--- src/rtl/intr_flag_ctrl.sv ---
// Interrupt request/enable controller: synchronises INTR, sequences
// IDLE/PEND/ISR, saves and restores C/Z around the service routine.
module intr_flag_ctrl (
  input  logic CLK,
  input  logic RST,
  input  logic INTR,
  input  logic C,
  input  logic Z,
  input  logic I_SET,
  input  logic I_CLR,
  input  logic INT_ACK,
  input  logic RETIE,
  input  logic RETID,
  output logic INT_REQ,
  output logic I_FLAG,
  output logic SHAD_C,
  output logic SHAD_Z,
  output logic FLG_RESTORE,
  output logic ERR
);

  typedef enum logic [1:0] {
    IDLE = 2'd0,
    PEND = 2'd1,
    ISR  = 2'd2
  } state_t;

  state_t state_q, state_d;
  logic   sync1_q, sync2_q, dly_q;
  logic   pend_q, pend_d;
  logic   i_flag_q, i_flag_d;
  logic   shad_c_q, shad_c_d;
  logic   shad_z_q, shad_z_d;
  logic   flg_restore_q, flg_restore_d;
  logic   err_q, err_d;

  logic   edge_det;
  logic   int_req;
  logic   ack_ok;
  logic   ret_any;
  logic   ret_ok;

  assign edge_det = sync2_q & ~dly_q;
  assign int_req  = (state_q == PEND) & i_flag_q;
  assign ack_ok   = INT_ACK & int_req;
  assign ret_any  = RETIE | RETID;
  assign ret_ok   = ret_any & (state_q == ISR);

  always_comb begin
    state_d       = state_q;
    pend_d        = pend_q;
    i_flag_d      = i_flag_q;
    shad_c_d      = shad_c_q;
    shad_z_d      = shad_z_q;
    flg_restore_d = ret_ok;
    err_d         = err_q;

    if ((INT_ACK & ~int_req) | (ret_any & (state_q != ISR)) | (RETIE & RETID))
      err_d = 1'b1;

    // Enable precedence: accepted ack, accepted return, CLI, SEI.
    if (ack_ok)
      i_flag_d = 1'b0;
    else if (ret_ok)
      i_flag_d = RETIE & ~RETID;
    else if (I_CLR)
      i_flag_d = 1'b0;
    else if (I_SET)
      i_flag_d = 1'b1;

    unique case (state_q)
      IDLE: begin
        if (edge_det)
          state_d = PEND;
      end
      PEND: begin
        if (ack_ok) begin
          state_d  = ISR;
          shad_c_d = C;
          shad_z_d = Z;
          if (edge_det)
            pend_d = 1'b1;
        end
      end
      ISR: begin
        if (ret_ok) begin
          // An edge arriving with the return is folded into the pending request.
          state_d = (pend_q | edge_det) ? PEND : IDLE;
          pend_d  = 1'b0;
        end else if (edge_det) begin
          pend_d = 1'b1;
        end
      end
      default: state_d = IDLE;
    endcase
  end

  always_ff @(posedge CLK) begin
    if (RST) begin
      state_q       <= IDLE;
      sync1_q       <= 1'b0;
      sync2_q       <= 1'b0;
      dly_q         <= 1'b0;
      pend_q        <= 1'b0;
      i_flag_q      <= 1'b0;
      shad_c_q      <= 1'b0;
      shad_z_q      <= 1'b0;
      flg_restore_q <= 1'b0;
      err_q         <= 1'b0;
    end else begin
      state_q       <= state_d;
      sync1_q       <= INTR;
      sync2_q       <= sync1_q;
      dly_q         <= sync2_q;
      pend_q        <= pend_d;
      i_flag_q      <= i_flag_d;
      shad_c_q      <= shad_c_d;
      shad_z_q      <= shad_z_d;
      flg_restore_q <= flg_restore_d;
      err_q         <= err_d;
    end
  end

  assign INT_REQ     = int_req;
  assign I_FLAG      = i_flag_q;
  assign SHAD_C      = shad_c_q;
  assign SHAD_Z      = shad_z_q;
  assign FLG_RESTORE = flg_restore_q;
  assign ERR         = err_q;

endmodule

--- config.mk ---
export PLATFORM = sky130hd
export DESIGN_NAME = intr_flag_ctrl
export DESIGN_NICKNAME = d
export VERILOG_FILES = /design/src/rtl/intr_flag_ctrl.sv
export SDC_FILE = /design/constraint.sdc
export NUM_CORES = 1
export LEC_CHECK = 0
export CORE_AREA = 2 2 39 41
export DETAILED_ROUTE_END_ITERATION = 6
export DIE_AREA = 0 0 41 43
export PLACE_DENSITY = 0.67
export SKIP_LAST_GASP = 1
export SLEW_MARGIN = 20
export SYNTH_ARGS = -nofsm -noshare
export SYNTH_HDL_FRONTEND = slang
export SYNTH_SLANG_ARGS = --single-unit
--- constraint.sdc ---
create_clock -name CLK -period 2.05 [get_ports CLK]
set_input_delay 0.41 -clock CLK [delete_from_list [all_inputs] [get_ports CLK]]
set_output_delay 0.41 -clock CLK [all_outputs]
set_load 0.05 [all_outputs]
== After elaboration in Yosys (flattened, before gate mapping) ==
Index checks and enable logic that the tools add are counted.
W data, S select, Z words.

* Word-level logic and storage cells: 50
* Bits in registers: 11

* Mux-type cells: 12
* Eq/ne operators: 6
* Bitwise logic cells: 15
* Reductions and logical operators: 7

{| class="wikitable"
|+ Operators with widths
! cell !! count
|-
| $and A1 B1 Y1 || 8
|-
| $ne A2 B2 Y1 const B || 4
|-
| $mux W1 || 7
|-
| $mux W2 || 3
|-
| $pmux W2 S3 || 1
|-
| $or A1 B1 Y1 || 4
|-
| $reduce_and A2 Y1 || 2
|-
| $not A1 Y1 || 3
|-
| $reduce_and A3 Y1 || 1
|-
| $reduce_bool A3 Y1 || 1
|-
| $eq A2 B1 Y1 const B || 1
|-
| $eq A2 B2 Y1 const B || 1
|-
| $logic_not A2 Y1 || 1
|-
| $pmux W1 S2 || 1
|-
| $reduce_bool A2 Y1 || 1
|-
| $reduce_or A2 Y1 || 1
|}

== Depth between registers and ports, before layout ==
* Word-level depth: 6
* Depth in mapped cells: 4

== Worst setup path after synthesis ==
Ideal clock, no wire load.

* Kind: register to output
* Start: register i_flag_q (netlist: I_FLAG)
* End: output INT_REQ
* Stages on the path, launching flop included: 3
* Buffers on the path: 0
* Data arrival time: 1.478 ns
* Required time: 1.640 ns
* Path slack: 0.162 ns
* Path through: dfxtp_1 > nand2_1 > nor2_1

* Cells in the longest elaborated chain, start to end: 1

{| class="wikitable"
|+ Ends and longest elaborated chain
! what !! line !! text
|-
| from (decl) || 31 || <nowiki>logic i_flag_q, i_flag_d;</nowiki>
|-
| from (signal assigned) || 116 || <nowiki>i_flag_q <= i_flag_d;</nowiki>
|-
| $and A1 B1 Y1 || 44 || <nowiki>assign int_req = (state_q == PEND) & i_flag_q;</nowiki>
|-
| to (decl) || 14 || <nowiki>output logic INT_REQ,</nowiki>
|}

No other way between the ends.

== Worst setup path in the final report ==
* Start: register i_flag_q (netlist: I_FLAG)
* End: output I_FLAG

{| class="wikitable"
|+ RTL lines
! what !! line !! text
|-
| to (decl) || 15 || <nowiki>output logic I_FLAG,</nowiki>
|}

No word-level cell between the ends.

==> results.py <==
metrics = {
    "die": {
        "die_w_microns": 41,
        "die_area_sq_um": 1760,
        "die_h_microns": 43,
        "initial_core_util_pct": 31.7,
        "rows": 14,
        "core_area_sq_um": 1380,
        "num_io_pins": 16,
    },
    "global_route": {
        "antenna_found_initial": 0,
        "grt_max_degree": 8,
        "grt-ovfl-total": 0,
        "grt_pass1_wl_microns": 1440,
        "grt_pass1_vias": 360,
        "track_usage_pct": 12.0,
    },
    "critical_path": {
        "worst-path-buf-inv": 1,
        "critPathMaxStageDelay_ns": 0.84,
        "required_ns": 1.64,
        "critPathKind": "reg2out",
        "arrival_ns": 1.52,
        "worst_r2r_path_depth": 3,
        "crit_chain": "clkdlybuf4s50_1",
        "cp-start-kind": "register",
        "slowest_stage": "clkdlybuf4s50_1",
        "cp-end-kind": "primary output",
        "cp_max_fo": 5,
        "crit_cells": 1,
        "critPathTopFamily": "buffers and inverters",
    },
    "synthesis": {
        "synth_flop_cell": "dfxtp_1",
        "synth-simple-area-share_pct": 24.2,
        "synth_edf_count": 0,
        "synth-compound-area-share_pct": 18.5,
        "yosysUniqueCellTypes": 19,
        "synth.area.mux_share_pct": 4.56,
        "ys_ff_latch": 11,
        "yosysSeqAreaShare_pct": 50.1,
        "netlist_area_sq_um": 439,
        "synth_adder_area_share_pct": 0,
        "syn_avg_cell_area_sq_um": 9.34,
        "yosysWarnings": 0,
        "synth_nets": 57,
        "synth_top_family_by_area": "simple AND/OR/NAND/NOR gates",
        "async_flop_share_pct": 0,
        "synthXorXnorAreaFrac_pct": 0,
        "postSynthCellCount": 47,
    },
    "clock_tree": {
        "postCtsSetupRepairBufs": 0,
        "clk_latency_ns": 0.26,
        "ctsHoldBuffers": 0,
        "numCtsBuffers": 3,
        "cts_root_buf": "clkbuf_4",
        "cts.path.max_buffers": 2,
        "cts.sinks": 11,
        "cts_tree": "yes",
        "htreeDepth": 1,
        "clk_transition_reported_paths_ns": 0.06,
        "ctsResizeCount": 0,
    },
    "sta": {
        "rsz0062_at_grt": "no",
        "fin_skew_ns": 0.00155,
        "period_share_pct": 94.1,
        "fin_tns_setup_ns": 0,
        "period_minus_slack_ns": 1.93,
        "finalWorstSetupSlack_ns": 0.122,
        "drv_slew": 0,
        "relSlewSlack_pct": 66.9,
        "setup_violations": 0,
        "max_freq_mhz": 519,
        "finalHoldViolations": 0,
        "worstMarginPinSlew_ns": 0.496,
    },
    "cells_and_area": {
        "postLayoutCellArea_sq_um": 637,
        "drive_gt1_share_pct": 10.6,
        "final_cell_mix": "14 x clkdlybuf4s50_1, 11 x dfxtp_1, 7 x nor2_1",
        "mostFrequentLayoutCell": "clkdlybuf4s50_1",
        "fin_nets": 77,
        "utilization_pct": 46.0,
        "fin_cells": 82,
        "nFillCells": 136,
        "area_growth_pct": 45.0,
        "n_antenna_cell": 0,
    },
    "placement": {
        "dp_hpwl_microns": 690,
        "placement.io_buffers": 15,
        "place.gp.congestion": 0.733,
        "dp_slack_ns": 0.405,
        "dp.cells": 78,
        "dpl_cell_area_sq_um": 611,
    },
    "routing": {
        "vias": 406,
        "drt-vias-per-instance": 4.95,
        "wl_met3_microns": 97,
        "ant_nets": 0,
        "drt_iter0_drc": 13,
        "drc": 0,
        "wl_met2_microns": 405,
        "wl_met1_microns": 399,
        "routed_wl_microns": 902,
        "top_layer": "met3",
        "firstDrtPassIters": 4,
        "wl_per_cell_microns": 11.0,
    },
    "min_path": {
        "hold_class": "reg2reg",
        "holdPathStages": 1,
    },
    "run_status": {
        "status": "completed",
    },
    "power": {
        "p_per_area_nw_per_um2": 659,
        "ir_drop_v": 0.000471,
        "p_leak_nw": 0.265,
    },
    "run": {
        "cap_violations": 0,
    },
}
[layout make-up]
cell class / count / area [sq um] / area share [%]
Clock buffer: 4 / 26.3 / 4.13
Inverter: 2 / 7.51 / 1.18
Tap cell: 16 / 20.0 / 3.14
Sequential cell: 11 / 220 / 34.6
Multi-Input combinational cell: 33 / 208 / 32.6
Timing Repair Buffer: 16 / 155 / 24.4
[state kept, by name, summed over array words and instances (netlist names)]
register     flops
state_q          2
sync1_q          1
FLG_RESTORE      1
SHAD_C           1
ERR              1
SHAD_Z           1
pend_q           1
sync2_q          1
dly_q            1
I_FLAG           1
[worst paths after layout]
| path | end | slack [ns] | start |
|---|---|---|---|
| max | I_FLAG | 0.12 | I_FLAG$_SDFFE_PP0P_ |
| min | sync2_q$_SDFF_PP0_ | 0.44 | sync1_q$_SDFF_PP0_ |
| max reg2reg | I_FLAG$_SDFFE_PP0P_ | 0.99 | state_q[0]$_SDFFE_PP0P_ |
| min reg2reg | sync2_q$_SDFF_PP0_ | 0.44 | sync1_q$_SDFF_PP0_ |
[cell usage after synthesis, types with 2 or more instances]
cell	instances	area, sq um
nor2b_1	4	25.0
dfxtp_1	11	220
inv_1	2	7.51
o2bb2ai_1	2	17.5
a21oi_1	5	25.0
nand2_1	2	7.51
o221ai_1	2	17.5
nor2_1	7	26.3
mux2i_1	2	20.0
[metal layers]
layer	GRT usage, %	vias to the layer above
met1	15.2	176
li1	-	207
met2	19.1	23
met5	0	-
met3	4.71	0
met4	2.00	0
[cells by family (layout without fill, tap and decap cells)]
| logic type | after synthesis | in the layout |
|---|---|---|
| compound gates | 12 | 12 |
| mux | 2 | 2 |
| buf+inv | 3 | 22 |
| flops | 11 | 11 |
| simple gates | 19 | 19 |
[power breakdown]
group	internal, mW	switching, mW	total [mW]
sequential	0.220	0.00515	0.225
combinational	0.0293	0.0270	0.0563
clock	0.0751	0.0628	0.138
total	0.324	0.0950	0.419
[per-stage QoR]
stage | power (mW) | hold slack (ns)
after floorplan | 0.255 | 0.414
after global placement | 0.285 | 0.418
after detailed placement | 0.286 | 0.435
after CTS | 0.426 | 0.451
after global routing | 0.444 | 0.463
final | 0.419 | 0.444
No activity file was read; power rests on OpenSTA's default activity.
==> RTL edit 1: new RTL, config.mk and constraints unchanged <==
Reset style: asynchronous (`RST`), changed in one clocked block.
--- a/src/rtl/intr_flag_ctrl.sv
+++ b/src/rtl/intr_flag_ctrl.sv
@@ -96,5 +96,5 @@
   end
 
-  always_ff @(posedge CLK) begin
+  always_ff @(posedge CLK or posedge RST) begin
     if (RST) begin
       state_q       <= IDLE;
Check against the original RTL: differs if RST is asserted again (counterexample within 4 cycles, from zero or initial values and one cycle with RST high); with RST held inactive, the same outputs for 10 cycles.
==> RTL edit 1 against the original RTL <==
Final area rose by 2.4%. Die area did not move. Non-clock buffer count is 1 lower. Setup slack improved by 0.0061 ns. Routed wire length shrank 5.7%. Synthesized area up 4.3%. Global-route usage rose by 0.93 points. Sequential cell count did not move.
Power is not compared: it rests on default switching activity, and its combinational part moved more than twofold at a synthesized area within 25%.
==> RTL edit 1: results (changes against the original RTL) <==
** Worst hold path
- Hold Crit Depth :: 0 (-1)

** GRT
- The pin count of the biggest net entering global routing came to 12 (+4).
- The met2 usage came to 17.8% (-1.2 points).
- Met1 routing resource usage after global routing :: 16.7% (+1.5 points)

** Finish
- The buffer count excluding the clock tree in the final layout was 15 (-1).
- Clock tree cell share of total cell area :: 4.03% (-0.095 points)
- The number of filler instances in the final layout is 134 (-1.5%).
- The non-clock buffer share of cell area was 22.6% (-1.7 points).
- The post-route cell area came to 652 um2 (+2.4%).
- The count of inverters other than clock inverters in the layout is 3 (+1).
- Multi-input gate share of total cell area :: 26.3% (-6.3 points)
- The number of flip-flops and latches is 11 (unchanged).
- Seq. cell area :: 275 um2 (+25%)
- The final instance count without filler cells was 80 (-2.4%).

** Timing
- The actual transition at the worst max-transition pin came to 0.492 ns (-0.00326 ns).
- The post-route clock skew came to 0.000837 ns (-0.000714 ns).

** Logic synthesis
- The number of distinct library cell variants in the gate-level netlist after synthesis is 18 (-1).
- Seq/Total Area, Yosys :: 60.1% (+10 points)
- The total nets after synthesis was 55 (-3.5%).
- In the post-synthesis netlist, the biggest area contributors are sky130_fd_sc_hd__dfrtp_1, sky130_fd_sc_hd__nand2_1, sky130_fd_sc_hd__and2b_2.
- Leading cell types by count after synthesis :: sky130_fd_sc_hd__dfrtp_1, sky130_fd_sc_hd__nand2_1, sky130_fd_sc_hd__nor2_1
- The average footprint of a synthesized cell came to 10.2 um2 (+8.9%).

** Detailed routing
- Length of routed met2 wiring :: 429 um (+5.9%)
- Routed metal-1 wirelength :: 371 um (-7.0%)
- The starting DRC count in detailed routing was 2 (-11).
- The routed length on met3 was 50 um (-48%).
- Post-detailed-routing wire length :: 851 um (-5.7%)

** Place
- The placer congestion estimate is 0.705 (-3.8%).

** Outcome
- Run status :: finished, final reports clean

** Worst setup path
- Maximum fanout encountered on the critical timing path :: 6 (+1)
## RTL edit 1: cell types whose count changed in the layout (fill, tap and decap cells not counted), sizes merged, moves of 3 or more
| cell | change |
|---|---|
| dfrtp | +11 |
| dfxtp | -11 |
| nand2 | +7 |
| nor2b | -4 |
| nor2 | -3 |
| o21ai | +3 |
## RTL edit 1: path summary, 6_finish.rpt
kind                                         from                endpoint  slack, ns
max                            I_FLAG$_DFFE_PP0P_                  I_FLAG       0.13
min                             sync1_q$_DFF_PP0_       sync2_q$_DFF_PP0_       0.35
max reg2reg                state_q[1]$_DFFE_PP0P_      pend_q$_DFFE_PP0P_       0.98
min reg2reg                     sync1_q$_DFF_PP0_       sync2_q$_DFF_PP0_       0.35
max in group asynchronous                     RST  state_q[0]$_DFFE_PP0P_       1.33
min in group asynchronous                     RST      I_FLAG$_DFFE_PP0P_       0.43
## RTL edit 1: cells by family after synthesis
group           count (synthesis)  share of synthesized area [%]
buf+inv                         3                           2.46
flops                          11                           60.1
simple gates                   21                           24.3
compound gates                 10                           13.1
==> RTL edit 2: new RTL, same settings <==
Made on the original files. The 3 states of `state_t` get a one-hot encoding in 3 bits.
--- a/src/rtl/intr_flag_ctrl.sv
+++ b/src/rtl/intr_flag_ctrl.sv
@@ -20,8 +20,8 @@
 );
 
-  typedef enum logic [1:0] {
-    IDLE = 2'd0,
-    PEND = 2'd1,
-    ISR  = 2'd2
+  typedef enum logic [2:0] {
+    IDLE = 3'b001,
+    PEND = 3'b010,
+    ISR  = 3'b100
   } state_t;
 
Behaviour: same outputs for any inputs over 10 cycles, from zero or initial values and one cycle with RST high; not proved beyond that.
==> RTL edit 2 against the original RTL <==
Count of clock-buffer cells in the layout stayed put. First-iteration DRC count down 54%. Total power increased by 31%. Final area grew 20%. Sequential cell count increased by 1. Setup slack improved by 0.027 ns. Routed wire length up 15%. Synthesized area up 28%.
==> RTL edit 2: results (changes against the original RTL) <==
** Outcome
- Run status :: finished, final reports clean

** Worst setup path
- The arrival time reported for the critical path endpoint was 1.49 ns (-0.03 ns).
- R2R Setup Slk :: 0.66 ns (-0.33 ns)

** Place
- The cell area after placement was 726 um2 (+19%).
- Half-perimeter wire length after placement :: 799 um (+16%)
- Gp weighted congestion :: 0.717 (-2.2%)
- Dpl ws :: 0.360 ns (-0.0456 ns)
- The number of cells in the design after placement is 90 (+15%).

** Finish
- Ratio of cells with drive above 1 in the final layout :: 15.4% (+4.8 points)
- Count of inserted antenna diode cells :: 0 (unchanged)
- The number of flip-flops under the largest register name was 3 (+1).
- The number of nets in the layout came to 89 (+16%).
- Final-layout fill cell count :: 137 (+0.74%)

** Timing
- Tightest slew margin relative to the limit :: 66.4% (-0.43 points)
- The fmax is 526 MHz (+1.4%).
- Final setup skew :: 0.00596 ns (+0.00441 ns)

** GRT
- Global-route wire length before repair :: 1.72 mm (+20%)
- The global-route usage over all layers is 14.6% (+2.5 points).
- Largest net degree at the start of global routing :: 13 (+5)
- The via count of the first global-routing pass was 429 (+19%).

** Logic synthesis
- Post-Syn Area per Cell :: 9.19 um2 (-1.7%)
- Share of flip-flops with an asynchronous set or reset :: 0% (unchanged)
- Synthesized netlist net count :: 71 (+25%)
- The number of distinct library cell variants in the gate-level netlist after synthesis came to 24 (+5).
- Yosys attributes the largest share of cell area to sky130_fd_sc_hd__dfxtp_1, sky130_fd_sc_hd__nor2_1, sky130_fd_sc_hd__nor2b_1.
- Leading cell types by count after synthesis :: sky130_fd_sc_hd__dfxtp_1, sky130_fd_sc_hd__nor2_1, sky130_fd_sc_hd__nand2_1
- Seq/Total Area, Yosys :: 42.9% (-7.3 points)

** Detailed routing
- The average via count per standard cell is 5.12 (+3.3%).
- Final routed wire length divided by cell count :: 11.0 um (+0.39%)
- Post-detailed-routing wire length :: 1.04 mm (+15%)
- The starting DRC count in detailed routing was 6 (-7).
- Number of iterations in the first detailed-routing pass :: 5 (+1)

** Power and ir drop
- Maximum resistive drop on vdd :: 406 uV (-14%)
- Reported leakage power :: 0.000276 uW (+4.2%)
- Cell-internal power :: 405 uW (+25%)

** Clocking
- At the later pin of the worst-skew pair, clock insertion delay measures 0.27 ns.
==> RTL edit 2: layer usage <==
metal | wire length [um] | up-vias | track usage [%]
met5 | 0 | - | 0
met4 | 0 | 0 | 4.00
met3 | 81 | 0 | 9.42
met2 | 483 | 21 | 19.4
met1 | 472 | 215 | 19.1
li1 | - | 245 | -
==> RTL edit 2: power by group through the flow <==
stage | Combinational [uW] | Sequential (uW) | Clock [uW]
2_1_floorplan | 56.4 | 276 | 0
3_3_place_gp | 97.8 | 269 | 0
3_5_place_dp | 98.9 | 270 | 0
4_1_cts | 99.5 | 265 | 191
5_1_grt | 108 | 266 | 204
6_report | 98.9 | 264 | 187
==> RTL edit 2: layout make-up <==
type	instances	area share [%]
clock buffers	4	4.76
flip-flops and latches	12	31.5
multi-input cells	47	40.1
repair buffers	15	21.0
well taps	16	2.63
==> RTL edit 2: through the flow <==
step                hold WS, ns  util [%]
finish                    0.446      55.1
global route              0.473      55.1
CTS                       0.450      55.1
detailed placement        0.433      52.4
global placement          0.425      52.4
floorplan                 0.414         -
==> RTL edit 2: path summary, 6_finish.rpt <==
path                                start                   to  cells after the start
setup / recovery      I_FLAG$_SDFFE_PP0P_               I_FLAG                      1
hold reg to reg        sync1_q$_SDFF_PP0_   sync2_q$_SDFF_PP0_                      1
hold / removal         sync1_q$_SDFF_PP0_   sync2_q$_SDFF_PP0_                      1
setup reg to reg  state_q[2]$_SDFFE_PP0P_  I_FLAG$_SDFFE_PP0P_                      3
==> RTL edit 2: cells by family (layout without fill, tap and decap cells) <==
logic type | count (synthesis) | count (layout) | synth area share [%]
DFF | 12 | 12 | 42.9
buffers and inverters | 2 | 19 | 2.68
muxes | 2 | 2 | 3.57
AOI/OAI and AO/OA | 11 | 11 | 13.8
and+or+nand+nor | 34 | 34 | 37.1
